--- src/rtl/hid_axil_bridge.sv ---
// hid_axil_bridge: AXI4-Lite slave that turns CPU MMIO accesses into the
// single-cycle hid bus consumed by periph_soc. One access is in flight at a
// time; read data is captured RD_LAT cycles after the hid strobe.
//
// Ports:
//   msoc_clk, rstn           clock, asynchronous active-low reset
//   s_aw*/s_w*/s_b*          AXI4-Lite write address/data/response channels
//   s_ar*/s_r*               AXI4-Lite read address/data channels
//   hid_en                   one-cycle access strobe per accepted transaction
//   hid_we                   byte write enables (0 on reads and when idle)
//   hid_addr, hid_wrdata     access address and write data (held between accesses)
//   hid_rddata               read data, valid RD_LAT cycles after hid_en
module hid_axil_bridge #(
  parameter logic [31:0] BASE   = 32'h4100_0000,
  parameter int unsigned HID_AW = 18,
  parameter int unsigned RD_LAT = 1
) (
  input  logic              msoc_clk,
  input  logic              rstn,
  input  logic [31:0]       s_awaddr,
  input  logic              s_awvalid,
  output logic              s_awready,
  input  logic [63:0]       s_wdata,
  input  logic [7:0]        s_wstrb,
  input  logic              s_wvalid,
  output logic              s_wready,
  output logic [1:0]        s_bresp,
  output logic              s_bvalid,
  input  logic              s_bready,
  input  logic [31:0]       s_araddr,
  input  logic              s_arvalid,
  output logic              s_arready,
  output logic [63:0]       s_rdata,
  output logic [1:0]        s_rresp,
  output logic              s_rvalid,
  input  logic              s_rready,
  output logic              hid_en,
  output logic [7:0]        hid_we,
  output logic [HID_AW-1:0] hid_addr,
  output logic [63:0]       hid_wrdata,
  input  logic [63:0]       hid_rddata
);

  localparam int unsigned CNT_W       = 2;
  localparam logic [1:0]  RESP_OKAY   = 2'b00;
  localparam logic [1:0]  RESP_SLVERR = 2'b10;

  typedef enum logic [2:0] {
    IDLE, WR_CAP, WR_ISSUE, WR_RESP, RD_ISSUE, RD_WAIT, RD_RESP
  } state_e;

  state_e              state_q, state_d;
  logic                arb_wr_q, arb_wr_d;
  logic                hit_q, hit_d;
  logic [HID_AW-1:0]   addr_q, addr_d;
  logic [63:0]         wdata_q, wdata_d;
  logic [7:0]          strb_q, strb_d;
  logic [CNT_W-1:0]    cnt_q, cnt_d;
  logic                hid_en_q, hid_en_d;
  logic [7:0]          hid_we_q, hid_we_d;
  logic [HID_AW-1:0]   hid_addr_q, hid_addr_d;
  logic [63:0]         hid_wrdata_q, hid_wrdata_d;
  logic                bvalid_q, bvalid_d;
  logic [1:0]          bresp_q, bresp_d;
  logic                rvalid_q, rvalid_d;
  logic [1:0]          rresp_q, rresp_d;
  logic [63:0]         rdata_q, rdata_d;

  logic aw_hit_c, ar_hit_c, wr_elig_c, rd_elig_c, wr_acc_c, rd_acc_c;

  // Window decode on the upper address bits
  assign aw_hit_c = (s_awaddr[31:HID_AW] == BASE[31:HID_AW]);
  assign ar_hit_c = (s_araddr[31:HID_AW] == BASE[31:HID_AW]);

  // Eligibility is gated by rstn so no ready can be seen while in reset
  assign wr_elig_c = rstn & s_awvalid & s_wvalid;
  assign rd_elig_c = rstn & s_arvalid;

  // Round-robin arbitration between complete write and read requests
  assign wr_acc_c = (state_q == IDLE) & wr_elig_c & (arb_wr_q | ~rd_elig_c);
  assign rd_acc_c = (state_q == IDLE) & rd_elig_c & ~wr_acc_c;

  // Next-state and registered-output logic
  always_comb begin
    state_d      = state_q;
    arb_wr_d     = arb_wr_q;
    hit_d        = hit_q;
    addr_d       = addr_q;
    wdata_d      = wdata_q;
    strb_d       = strb_q;
    cnt_d        = cnt_q;
    hid_en_d     = 1'b0;
    hid_we_d     = 8'h00;
    hid_addr_d   = hid_addr_q;
    hid_wrdata_d = hid_wrdata_q;
    bvalid_d     = bvalid_q;
    bresp_d      = bresp_q;
    rvalid_d     = rvalid_q;
    rresp_d      = rresp_q;
    rdata_d      = rdata_q;

    unique case (state_q)
      IDLE: begin
        if (wr_acc_c) begin
          hit_d   = aw_hit_c;
          addr_d  = s_awaddr[HID_AW-1:0];
          wdata_d = s_wdata;
          strb_d  = s_wstrb;
          state_d = WR_CAP;
        end else if (rd_acc_c) begin
          hit_d   = ar_hit_c;
          addr_d  = s_araddr[HID_AW-1:0];
          // Strobe is registered here so it is visible during RD_ISSUE
          if (ar_hit_c) begin
            hid_en_d   = 1'b1;
            hid_addr_d = s_araddr[HID_AW-1:0];
          end
          state_d = RD_ISSUE;
        end
      end
      WR_CAP: begin
        if (hit_q) begin
          hid_en_d     = 1'b1;
          hid_we_d     = strb_q;
          hid_addr_d   = addr_q;
          hid_wrdata_d = wdata_q;
          state_d      = WR_ISSUE;
        end else begin
          bvalid_d = 1'b1;
          bresp_d  = RESP_SLVERR;
          state_d  = WR_RESP;
        end
      end
      WR_ISSUE: begin
        bvalid_d = 1'b1;
        bresp_d  = RESP_OKAY;
        state_d  = WR_RESP;
      end
      WR_RESP: begin
        if (s_bready) begin
          bvalid_d = 1'b0;
          arb_wr_d = 1'b0;
          state_d  = IDLE;
        end
      end
      RD_ISSUE: begin
        cnt_d = CNT_W'(RD_LAT - 1);
        if (hit_q) begin
          state_d = RD_WAIT;
        end else begin
          rvalid_d = 1'b1;
          rresp_d  = RESP_SLVERR;
          rdata_d  = 64'h0;
          state_d  = RD_RESP;
        end
      end
      RD_WAIT: begin
        // cnt_q reaches 0 in the cycle the access is RD_LAT cycles old
        if (cnt_q == '0) begin
          rdata_d  = hid_rddata;
          rresp_d  = RESP_OKAY;
          rvalid_d = 1'b1;
          state_d  = RD_RESP;
        end else begin
          cnt_d = cnt_q - CNT_W'(1);
        end
      end
      RD_RESP: begin
        if (s_rready) begin
          rvalid_d = 1'b0;
          arb_wr_d = 1'b1;
          state_d  = IDLE;
        end
      end
      default: state_d = IDLE;
    endcase
  end

  // State and output registers
  always_ff @(posedge msoc_clk or negedge rstn) begin
    if (!rstn) begin
      state_q      <= IDLE;
      arb_wr_q     <= 1'b1;
      hit_q        <= 1'b0;
      addr_q       <= '0;
      wdata_q      <= '0;
      strb_q       <= '0;
      cnt_q        <= '0;
      hid_en_q     <= 1'b0;
      hid_we_q     <= '0;
      hid_addr_q   <= '0;
      hid_wrdata_q <= '0;
      bvalid_q     <= 1'b0;
      bresp_q      <= '0;
      rvalid_q     <= 1'b0;
      rresp_q      <= '0;
      rdata_q      <= '0;
    end else begin
      state_q      <= state_d;
      arb_wr_q     <= arb_wr_d;
      hit_q        <= hit_d;
      addr_q       <= addr_d;
      wdata_q      <= wdata_d;
      strb_q       <= strb_d;
      cnt_q        <= cnt_d;
      hid_en_q     <= hid_en_d;
      hid_we_q     <= hid_we_d;
      hid_addr_q   <= hid_addr_d;
      hid_wrdata_q <= hid_wrdata_d;
      bvalid_q     <= bvalid_d;
      bresp_q      <= bresp_d;
      rvalid_q     <= rvalid_d;
      rresp_q      <= rresp_d;
      rdata_q      <= rdata_d;
    end
  end

  assign s_awready  = wr_acc_c;
  assign s_wready   = wr_acc_c;
  assign s_arready  = rd_acc_c;
  assign s_bvalid   = bvalid_q;
  assign s_bresp    = bresp_q;
  assign s_rvalid   = rvalid_q;
  assign s_rresp    = rresp_q;
  assign s_rdata    = rdata_q;
  assign hid_en     = hid_en_q;
  assign hid_we     = hid_we_q;
  assign hid_addr   = hid_addr_q;
  assign hid_wrdata = hid_wrdata_q;

endmodule

--- config.mk ---
export PLATFORM = sky130hd
export DESIGN_NAME = hid_axil_bridge
export DESIGN_NICKNAME = d
export VERILOG_FILES = /design/src/rtl/hid_axil_bridge.sv
export SDC_FILE = /design/constraint.sdc
export NUM_CORES = 1
export LEC_CHECK = 0
export ABC_CLOCK_PERIOD_IN_PS = 3000
export BUFFER_PORTS_ARGS = -buffer_cell sky130_fd_sc_hd__buf_2
export CORE_MARGIN = 2
export CORE_UTILIZATION = 40
export CTS_BUF_LIST = sky130_fd_sc_hd__clkbuf_8
export DETAILED_ROUTE_END_ITERATION = 12
export PLACE_DENSITY = 0.67
export SLEW_MARGIN = 5
export SYNTH_ARGS = -nofsm -noshare
export SYNTH_HDL_FRONTEND = slang
export SYNTH_SLANG_ARGS = --single-unit
--- constraint.sdc ---
create_clock -name msoc_clk -period 3 [get_ports msoc_clk]
set_clock_uncertainty 0.2 [all_clocks]
set_input_delay 0.3 -clock msoc_clk [delete_from_list [all_inputs] [get_ports msoc_clk]]
set_output_delay 0.3 -clock msoc_clk [all_outputs]
set_load 0.02 [all_outputs]
[Word level (Yosys, flattened, before mapping)]
Index checks and enable logic that the tools add are counted.
Storage, ports and cells
  register bits after elaboration: 258
  output and inout bits: 164
  logic and storage cells: 107
Operators by class
  add/subtract/negate cells: 1
  equal/unequal tests: 19
  mux-type cells: 41
  bitwise operators: 10
  reductions and logical operators: 20
Operator list (number)
  64-bit two-way mux: 2
  64-bit case mux with 2 select lines: 1
  18-bit two-way mux: 6
  18-bit case mux with 2 select lines: 1
  14-bit by 13-bit equality test with 1-bit output, second input constant: 2
  3-bit case mux with 7 select lines: 1
  2-bit != test, second input constant: 10
  8-bit two-way mux: 2
  3-bit two-way mux: 5
  1-bit two-way mux: 12
  2-bit case mux with 2 select lines: 3
  2-bit AND reduction: 5
  2-bit nonzero test: 5
  3-bit equality test, second input constant: 3
  3-bit AND reduction: 3
  2-bit two-way mux: 4
  4-bit AND reduction: 2
  1-bit AND: 7
  3-bit by 2-bit equality test with 1-bit output, second input constant: 2
  1-bit case mux with 3 select lines: 2
  3-bit nonzero test: 2
  5-bit AND reduction: 1
  1-bit case mux with 2 select lines: 2
  3-bit by 1-bit equality test with 1-bit output, second input constant: 1
  6 further kinds: 7

[Longest topological paths before layout]
Gate-level depths: netlist (run 1).
  depth after elaboration: 9
  gate-level depth with buffers: 8
  gate-level depth less buffers: 6

[Worst setup path before layout (run 1)]
Ideal clock, no wire load.
  kind: register to register
  start: register state_q[2]
  end: register hid_addr_q[1], in the netlist hid_addr[1]
  library setup time: 0.125 ns
  data arrival time: 1.850 ns
  required time: 2.675 ns
  slack: 0.825 ns
  stages on the path, launching flop included: 7
  path buffers: 3
  cells stage by stage: dfrtp_1 buf_2 nor3b_1 buf_2 buf_1 mux2_2 mux2_2
On the way
  word-level cells in the longest chain between the ends: 7
  elaborated cells on any way between the ends: 14
  classes of those cells: eq/ne: 5; mux: 1; bitwise: 5; reduce/logical: 3
Ends and longest elaborated chain
  from (decl): RTL line 52  | state_e state_q, state_d;
  from (signal assigned): RTL line 199  | state_q <= state_d;
  3-bit zero test: RTL line 80, 81, 102
  1-bit AND (2 in a row): RTL line 80  | assign wr_acc_c = (state_q == IDLE) & wr_elig_c & (arb_wr_q | ~rd_elig_c);
  1-bit inverter: RTL line 81  | assign rd_acc_c = (state_q == IDLE) & rd_elig_c & ~wr_acc_c;
  1-bit AND: RTL line 81
  2-bit != test (no line)
  5-bit AND reduction (no line)
  to (signal assigned): RTL line 208  | hid_addr_q <= hid_addr_d;
  to (decl): RTL line 61  | logic [HID_AW-1:0] hid_addr_q, hid_addr_d;
Several ways; a longest one is shown, not always the timed one.
A chain may end at the register's enable or synchronous reset.

[Final worst setup path (run 1)]
  start: register state_q[1]
  end: register addr_q[11]
On the way
  word-level cells in the longest chain between the ends: 7
  elaborated cells on any way between the ends: 9
  classes of those cells: mux: 1; bitwise: 5; reduce/logical: 3
Ends and longest elaborated chain
  3-bit zero test *: RTL line 80, 81, 102
  1-bit AND (2 in a row): RTL line 80
  1-bit inverter: RTL line 81
  1-bit AND: RTL line 81
  2-bit nonzero test (no line)
  2-bit AND reduction (no line)
  to (signal assigned): RTL line 202  | addr_q <= addr_d;
  to (decl): RTL line 55  | logic [HID_AW-1:0] addr_q, addr_d;
Mark *: on every way between the ends. The rest lies on a longest branch, timed or not.

==> results of run 1 <==
==> routing by layer <==
metal	global-route usage (%)	up-vias	share of wire, %
met3	5.94	75	7.6
met2	38.8	383	49
met1	27.6	4419	40
met4	8.70	0	3.0
li1	-	4288	-
met5	0	-	0
==> cell families (layout without fill, tap and decap cells) <==
kind of cell / after synthesis / count (layout)
DFF: 256 / 256
other: 1 / 3
adders and majority gates: 1 / 1
AOI/OAI and AO/OA: 50 / 50
and+or+nand+nor: 456 / 456
muxes: 126 / 126
buffers and inverters: 68 / 665
==> power by group through the flow <==
stage | clock (mW) | sequential (mW) | combinational [mW]
after detailed placement | 0 | 5.93 | 5.11
final | 3.09 | 5.95 | 5.37
after global placement | 0 | 5.90 | 4.98
after CTS | 3.15 | 5.91 | 5.32
after global routing | 3.35 | 6.14 | 5.85
after floorplan | 0 | 6.94 | 2.16
==> final cells by class <==
cell class / instances / area share, %
well taps: 330 / 2.67
multi-input cells: 635 / 24.0
clock inverters: 23 / 0.802
clock buffers: 54 / 4.81
flip-flops and latches: 256 / 41.5
diodes: 1 / 0.0162
repair buffers: 582 / 26.1
inverters: 6 / 0.146
==> metrics by stage <==
stage	cells	power (mW)	instance area, sq um	hold slack (ns)
floorplan	959	9.10	10400	-0.196
detailed placement	1610	11.0	12600	-0.0133
CTS	1884	14.4	15400	0.0458
global route	1887	15.3	15400	0.0469
finish	1887	14.4	15400	0.0852
global placement	1610	10.9	12600	-0.0115
==> worst reg2reg max path: stages (launching register included) <==
cell and delay, ns:
dfrtp_1 0.52, nor2b_2 0.25, nor4bb_4 0.32, clkbuf_16 0.34
mux2i_1 0.27, dlygate4sd3_1 0.59, a21oi_1 0.07
==> registers in the layout, indices dropped and copies added (netlist names), 2 cells and up <==
name / flops
hid_addr: 18
state_q: 3
hid_wrdata: 64
hid_we: 8
cnt_q: 2
wdata_q: 64
strb_q: 8
s_rdata: 64
addr_q: 18
==> timing repair <==
| item | 4_1_cts | 5_1_grt |
|---|---|---|
| gates resized for setup | 0 | 1 |
| hold buffers | 197 | 0 |
| buffers inserted | 0 | 1 |
| setup endpoints to repair | 0 | 3 |
| hold endpoints to repair | 254 | 0 |
==> synthesized netlist by cell type (all sizes together) <==
master / instances
a221o: 1
and4bb: 1
mux2: 108
o21a: 1
ha: 1
o21bai: 1
nor2b: 4
a31oi: 3
o21ai: 12
o41ai: 1
inv: 6
and3: 9
nand4: 2
or4: 1
dfstp: 1
clkbuf: 40
nand2b: 2
nor4: 3
a21oi: 24
buf: 22
o22a: 1
nand2: 330
mux2i: 18
or2: 2
and2: 2
conb: 1
and3b: 1
nor3b: 2
o31ai: 2
nor3: 4
nor4bb: 2
nor2: 25
a211oi: 1
nand3: 66
a22oi: 1
dfrtp: 255
a21o: 2
==> final timing paths <==
| check | endpoint | startpoint |
|---|---|---|
| worst max-delay path | addr_q[11] | state_q[1] |
| worst min-delay path | hit_q | s_araddr[25] |
| worst max register to register | addr_q[11] | state_q[1] |
| worst min register to register | hid_wrdata[44] | wdata_q[44] |
| max in group asynchronous | hid_wrdata[62] | rstn |
| min in group asynchronous | s_rdata[41] | rstn |
==> results.py, run 1 <==
metrics = {
    "outcome": {
        "status": "completed",
    },
    "timing": {
        "layout_min_cycle_time_ns": 2.70,
        "relSlewSlack_pct": 40.1,
        "setup_ws_ns": 0.298,
        "period_share_pct": 90.1,
        "finalHoldViolCount": 0,
        "tns_ns": 0,
        "setup-violations-final": 0,
        "final_max_slew_viol_count": 0,
        "worst_pin_slew_ns": 0.898,
        "max_freq_mhz": 370,
        "rsz0062_at_grt": "false",
    },
    "grt": {
        "grt_max_degree": 156,
        "antenna_found_initial": 1,
        "grtUsageTotal_pct": 22.7,
        "grt_pass1_vias": 9717,
        "gr-total-overflow": 0,
        "grt_pass1_wl_mm": 49.3,
    },
    "clock_tree": {
        "path_clk_slew_ns": 0.06,
        "cts_max_path_buffers": 3,
        "clk_latency_ns": 0.54,
        "cts_tree": "yes",
        "cts_inserted_buffers": 43,
        "htree_levels": 2,
        "clock-sinks": 256,
        "cts_root_buf": "clkbuf_8",
    },
    "logic_synthesis": {
        "yosys_warnings": 0,
        "synth_compound_area_share_pct": 2.98,
        "synth_top_cell_area_share_pct": 61.5,
        "synth_seq_cells": 256,
        "yosys-top-cells-area": "dfrtp_1 (61%), nand2_1 (12%), mux2_2 (11%)",
        "yosysTopAreaCell": "dfrtp_1",
        "ys_seq_area_share_pct": 61.8,
        "synth_cell_types": 44,
        "syn_inst": 958,
        "synth_xor_area_share_pct": 0,
        "synthAdderAreaFrac_pct": 0.121,
        "synth_simple_gate_area_share_pct": 18.4,
        "muxShareOfSynthArea_pct": 13.8,
        "syn_area_per_cell_sq_um": 10.8,
        "synth_top_family_by_area": "simple AND/OR/NAND/NOR gates",
        "syn_area_sq_mm": 0.0104,
    },
    "die": {
        "core_sq_mm": 0.0253,
        "dieArea_sq_mm": 0.0272,
        "ios": 371,
        "start_util_pct": 41.0,
        "die_y_um": 165,
        "die_width_um": 165,
        "fp-row-count": 58,
    },
    "setup_path": {
        "path_buf_inv": 2,
        "path_class": "reg -> reg",
        "critPathTopFamily": "buffers and inverters",
        "path_cells": "nor2b_2, nor4bb_4, clkbuf_16, mux2i_1, dlygate4sd3_1, a21oi_1",
        "slowest_delay_ns": 0.59,
        "start_kind": "flop",
        "slowest_stage": "dlygate4sd3_1",
        "cp_max_fo": 38,
        "arrival_ns": 2.90,
        "ff2ff_path_depth": 6,
        "r2r_slack_ns": 0.30,
        "worstSetupPathDepth": 6,
        "crit_path_end_kind": "flop",
        "required_ns": 3.20,
    },
    "power": {
        "p_per_area_mw_per_mm2": 933,
        "peakVddDrop_mv": 0.525,
        "switching_share_pct": 38.5,
        "p_clk_share_pct": 21.5,
        "leakagePower_nw": 8.22,
        "pwr-share-seq_pct": 41.3,
        "p_sw_mw": 5.55,
        "p_int_mw": 8.87,
        "combPwrFrac_pct": 37.3,
    },
    "job": {
        "drv_cap": 0,
    },
    "placement": {
        "post-place-ws_ns": 0.565,
        "place_hpwl_mm": 18.3,
        "gp_congestion": 0.811,
        "io_buffers": 368,
    },
    "drt": {
        "firstDrtPassIters": 5,
        "vias": 9165,
        "drc_errors": 0,
        "totalWireLength_mm": 31.4,
        "wire_per_inst_um": 16.6,
        "ant_nets": 0,
        "drtIter0Drc": 567,
        "vias_per_cell": 4.86,
    },
    "finish": {
        "final_common_cell": "buf_2",
        "nNetsFinal": 1732,
        "regArea_sq_mm": 0.00641,
        "syn2layout_area_growth_pct": 48.9,
        "fin_util_pct": 61.0,
        "drive_gt1_share_pct": 36.5,
        "fillers": 1983,
        "multiInputGateArea_sq_mm": 0.00370,
        "final_cell_mix": "buf_2 (367), nand2_1 (329), dfrtp_1 (255)",
    },
    "worst_hold_path": {
        "hold_class": "in -> reg",
        "holdPathStages": 5,
    },
}
Note: power is estimated with default switching activity, not from simulation.
==> inputs of run 2 (changes only) <==
--- a/config.mk
+++ b/config.mk
@@ -5,13 +5,14 @@
 export SDC_FILE = /design/constraint.sdc
 export NUM_CORES = 1
 export LEC_CHECK = 0
-export ABC_CLOCK_PERIOD_IN_PS = 3000
+export ABC_CLOCK_PERIOD_IN_PS = 3100
 export BUFFER_PORTS_ARGS = -buffer_cell sky130_fd_sc_hd__buf_2
 export CORE_MARGIN = 2
 export CORE_UTILIZATION = 40
 export CTS_BUF_LIST = sky130_fd_sc_hd__clkbuf_8
 export DETAILED_ROUTE_END_ITERATION = 12
 export PLACE_DENSITY = 0.67
+export RECOVER_POWER = 50
 export SLEW_MARGIN = 5
 export SYNTH_ARGS = -nofsm -noshare
 export SYNTH_HDL_FRONTEND = slang
==> constraint.sdc (replaced) <==
create_clock -name msoc_clk -period 3.1 [get_ports msoc_clk]
set_clock_uncertainty 0.2 [all_clocks]
set_input_delay 0.31 -clock msoc_clk [delete_from_list [all_inputs] [get_ports msoc_clk]]
set_output_delay 0.31 -clock msoc_clk [all_outputs]
set_load 0.02 [all_outputs]
==> run 2 against run 1 <==
- final cell count down 0.42%
- combinational power down 7.3%
- first-iteration DRC count up 9.9%
- total power down 4.9%
- global-route usage down 1.0 points
- sequential cell count unchanged
- clock power down 3%
- utilization down 0.97 points
- design area down 1.6%
- die area unchanged
- critical path depth unchanged
- routed wire length down 3.9%
- highest routed layer unchanged
==> results.py, run 2 (synthesis results as in run 1) <==
metrics = {
    "timing": {
        "final_max_slew_viol_count": 0,
        "rsz0062_at_grt": "false",
        "layout_min_cycle_time_ns": 2.96,
        "worst_pin_slew_ns": 0.970,
        "setup-violations-final": 0,
        "tns_ns": 0,
        "finalHoldViolCount": 0,
        "period_share_pct": 95.5,
        "max_freq_mhz": 338,
        "relSlewSlack_pct": 35.3,
    },
    "power": {
        "peakVddDrop_mv": 0.547,
        "p_per_area_mw_per_mm2": 902,
        "leakagePower_nw": 7.59,
    },
    "grt": {
        "use_met1_pct": 27.3,
        "met3_usage_pct": 6.19,
        "global_route.usage.met2_pct": 35.8,
        "grt_max_degree": 149,
        "grt_pass1_wl_mm": 47.1,
        "grt_pass1_vias": 9351,
        "gr-total-overflow": 0,
        "grtUsageTotal_pct": 21.7,
        "grt-busiest-layer": "met2",
        "antenna_found_initial": 1,
    },
    "clock_tree": {
        "cts_tree": "yes",
        "cts_max_path_buffers": 3,
        "cts_root_buf": "clkbuf_8",
        "clock-sinks": 256,
        "cts_inserted_buffers": 43,
        "clk_latency_ns": 0.53,
        "path_clk_slew_ns": 0.07,
        "htree_levels": 2,
    },
    "setup_path": {
        "path_buf_inv": 4,
        "path_cells": "dlygate4sd3_1, buf_8, nor2b_2, nor4bb_4, buf_12, buf_2",
        "required_ns": 2.59,
        "slowest_stage": "dlygate4sd3_1",
        "path_class": "in -> out",
        "arrival_ns": 2.45,
        "cp_max_fo": 67,
        "start_kind": "input pin",
        "critPathTopFamily": "buffers and inverters",
        "slowest_delay_ns": 0.57,
        "crit_path_end_kind": "output pin",
    },
    "drt": {
        "wire_per_inst_um": 16.0,
        "vias_per_cell": 4.87,
        "vias": 9153,
        "ant_nets": 0,
        "drc_errors": 0,
        "totalWireLength_mm": 30.1,
        "drtIter0Drc": 623,
        "firstDrtPassIters": 5,
    },
    "placement": {
        "place_hpwl_mm": 18.3,
        "io_buffers": 368,
        "gp_congestion": 0.801,
    },
    "finish": {
        "nNetsFinal": 1729,
        "fin_util_pct": 60.0,
        "final_cell_mix": "nand2_1 (329), dfrtp_1 (255), buf_2 (211)",
        "final_common_cell": "nand2_1",
        "drive_gt1_share_pct": 26.4,
        "syn2layout_area_growth_pct": 46.5,
    },
    "die": {
        "die_y_um": 165,
        "ios": 371,
        "die_width_um": 165,
        "core_sq_mm": 0.0253,
        "dieArea_sq_mm": 0.0272,
        "fp-row-count": 58,
        "start_util_pct": 41.0,
    },
    "job": {
        "drv_cap": 0,
    },
    "worst_hold_path": {
        "hold_class": "in -> async",
    },
    "outcome": {
        "status": "completed",
    },
}
[run 2: through the flow]
| step | hold slack (ns) | std cells | area, sq um | setup WS [ns] | power (mW) |
|---|---|---|---|---|---|
| 3_5_place_dp | -0.00664 | 1611 | 12600 | 0.696 | 10.7 |
| 5_1_grt | 0.0230 | 1879 | 15200 | 0.0210 | 14.6 |
| 3_3_place_gp | -0.00444 | 1611 | 12600 | 0.728 | 10.6 |
| 2_1_floorplan | -0.186 | 959 | 10400 | 0.925 | 8.81 |
| 6_report | 0.0292 | 1879 | 15200 | 0.141 | 13.7 |
| 4_1_cts | 0.00371 | 1878 | 15400 | 0.111 | 14.0 |
[run 2: report_power, final]
part	leakage (nW)	internal, mW	switching (mW)	total, mW
clock network	0.492	1.68	1.32	3.00
registers	3.28	4.87	0.863	5.74
logic	3.81	1.82	3.16	4.98
[run 2: layout make-up]
type	instances	area, sq um
Tap cell	330	413
Inverter	6	22.5
Fill cell	2036	10100
Clock buffer	52	716
Sequential cell	256	6410
Antenna cell	1	2.50
Timing Repair Buffer	579	3800
Multi-Input combinational cell	635	3700
Clock inverter	20	141
[run 2: worst paths after layout]
| kind | start | endpoint | slack (ns) | cells past startpoint |
|---|---|---|---|---|
| max | rstn | s_wready | 0.14 | 6 |
| min | rstn | s_rdata[34] | 0.03 | 2 |
| max reg2reg | state_q[2] | addr_q[16] | 0.42 | 7 |
| min reg2reg | wdata_q[18] | hid_wrdata[18] | 0.25 | 2 |
| max in group asynchronous | rstn | wdata_q[44] | 1.40 | 3 |
| min in group msoc_clk | s_arvalid | state_q[0] | 0.05 | 3 |
[run 2: timing repair]
item	4_1_cts	5_1_grt
endpoints found under the hold margin	354	0
resized for setup	0	0
hold buffers	195	0
buffers inserted	0	0
[run 2: layer usage]
layer,wire [um],share of wire (%),vias to the layer above
met3,2400,8.0,70
met1,12500,41,4439
met4,916,3.0,0
met5,0,0,-
li1,-,-,4273
met2,14300,48,371
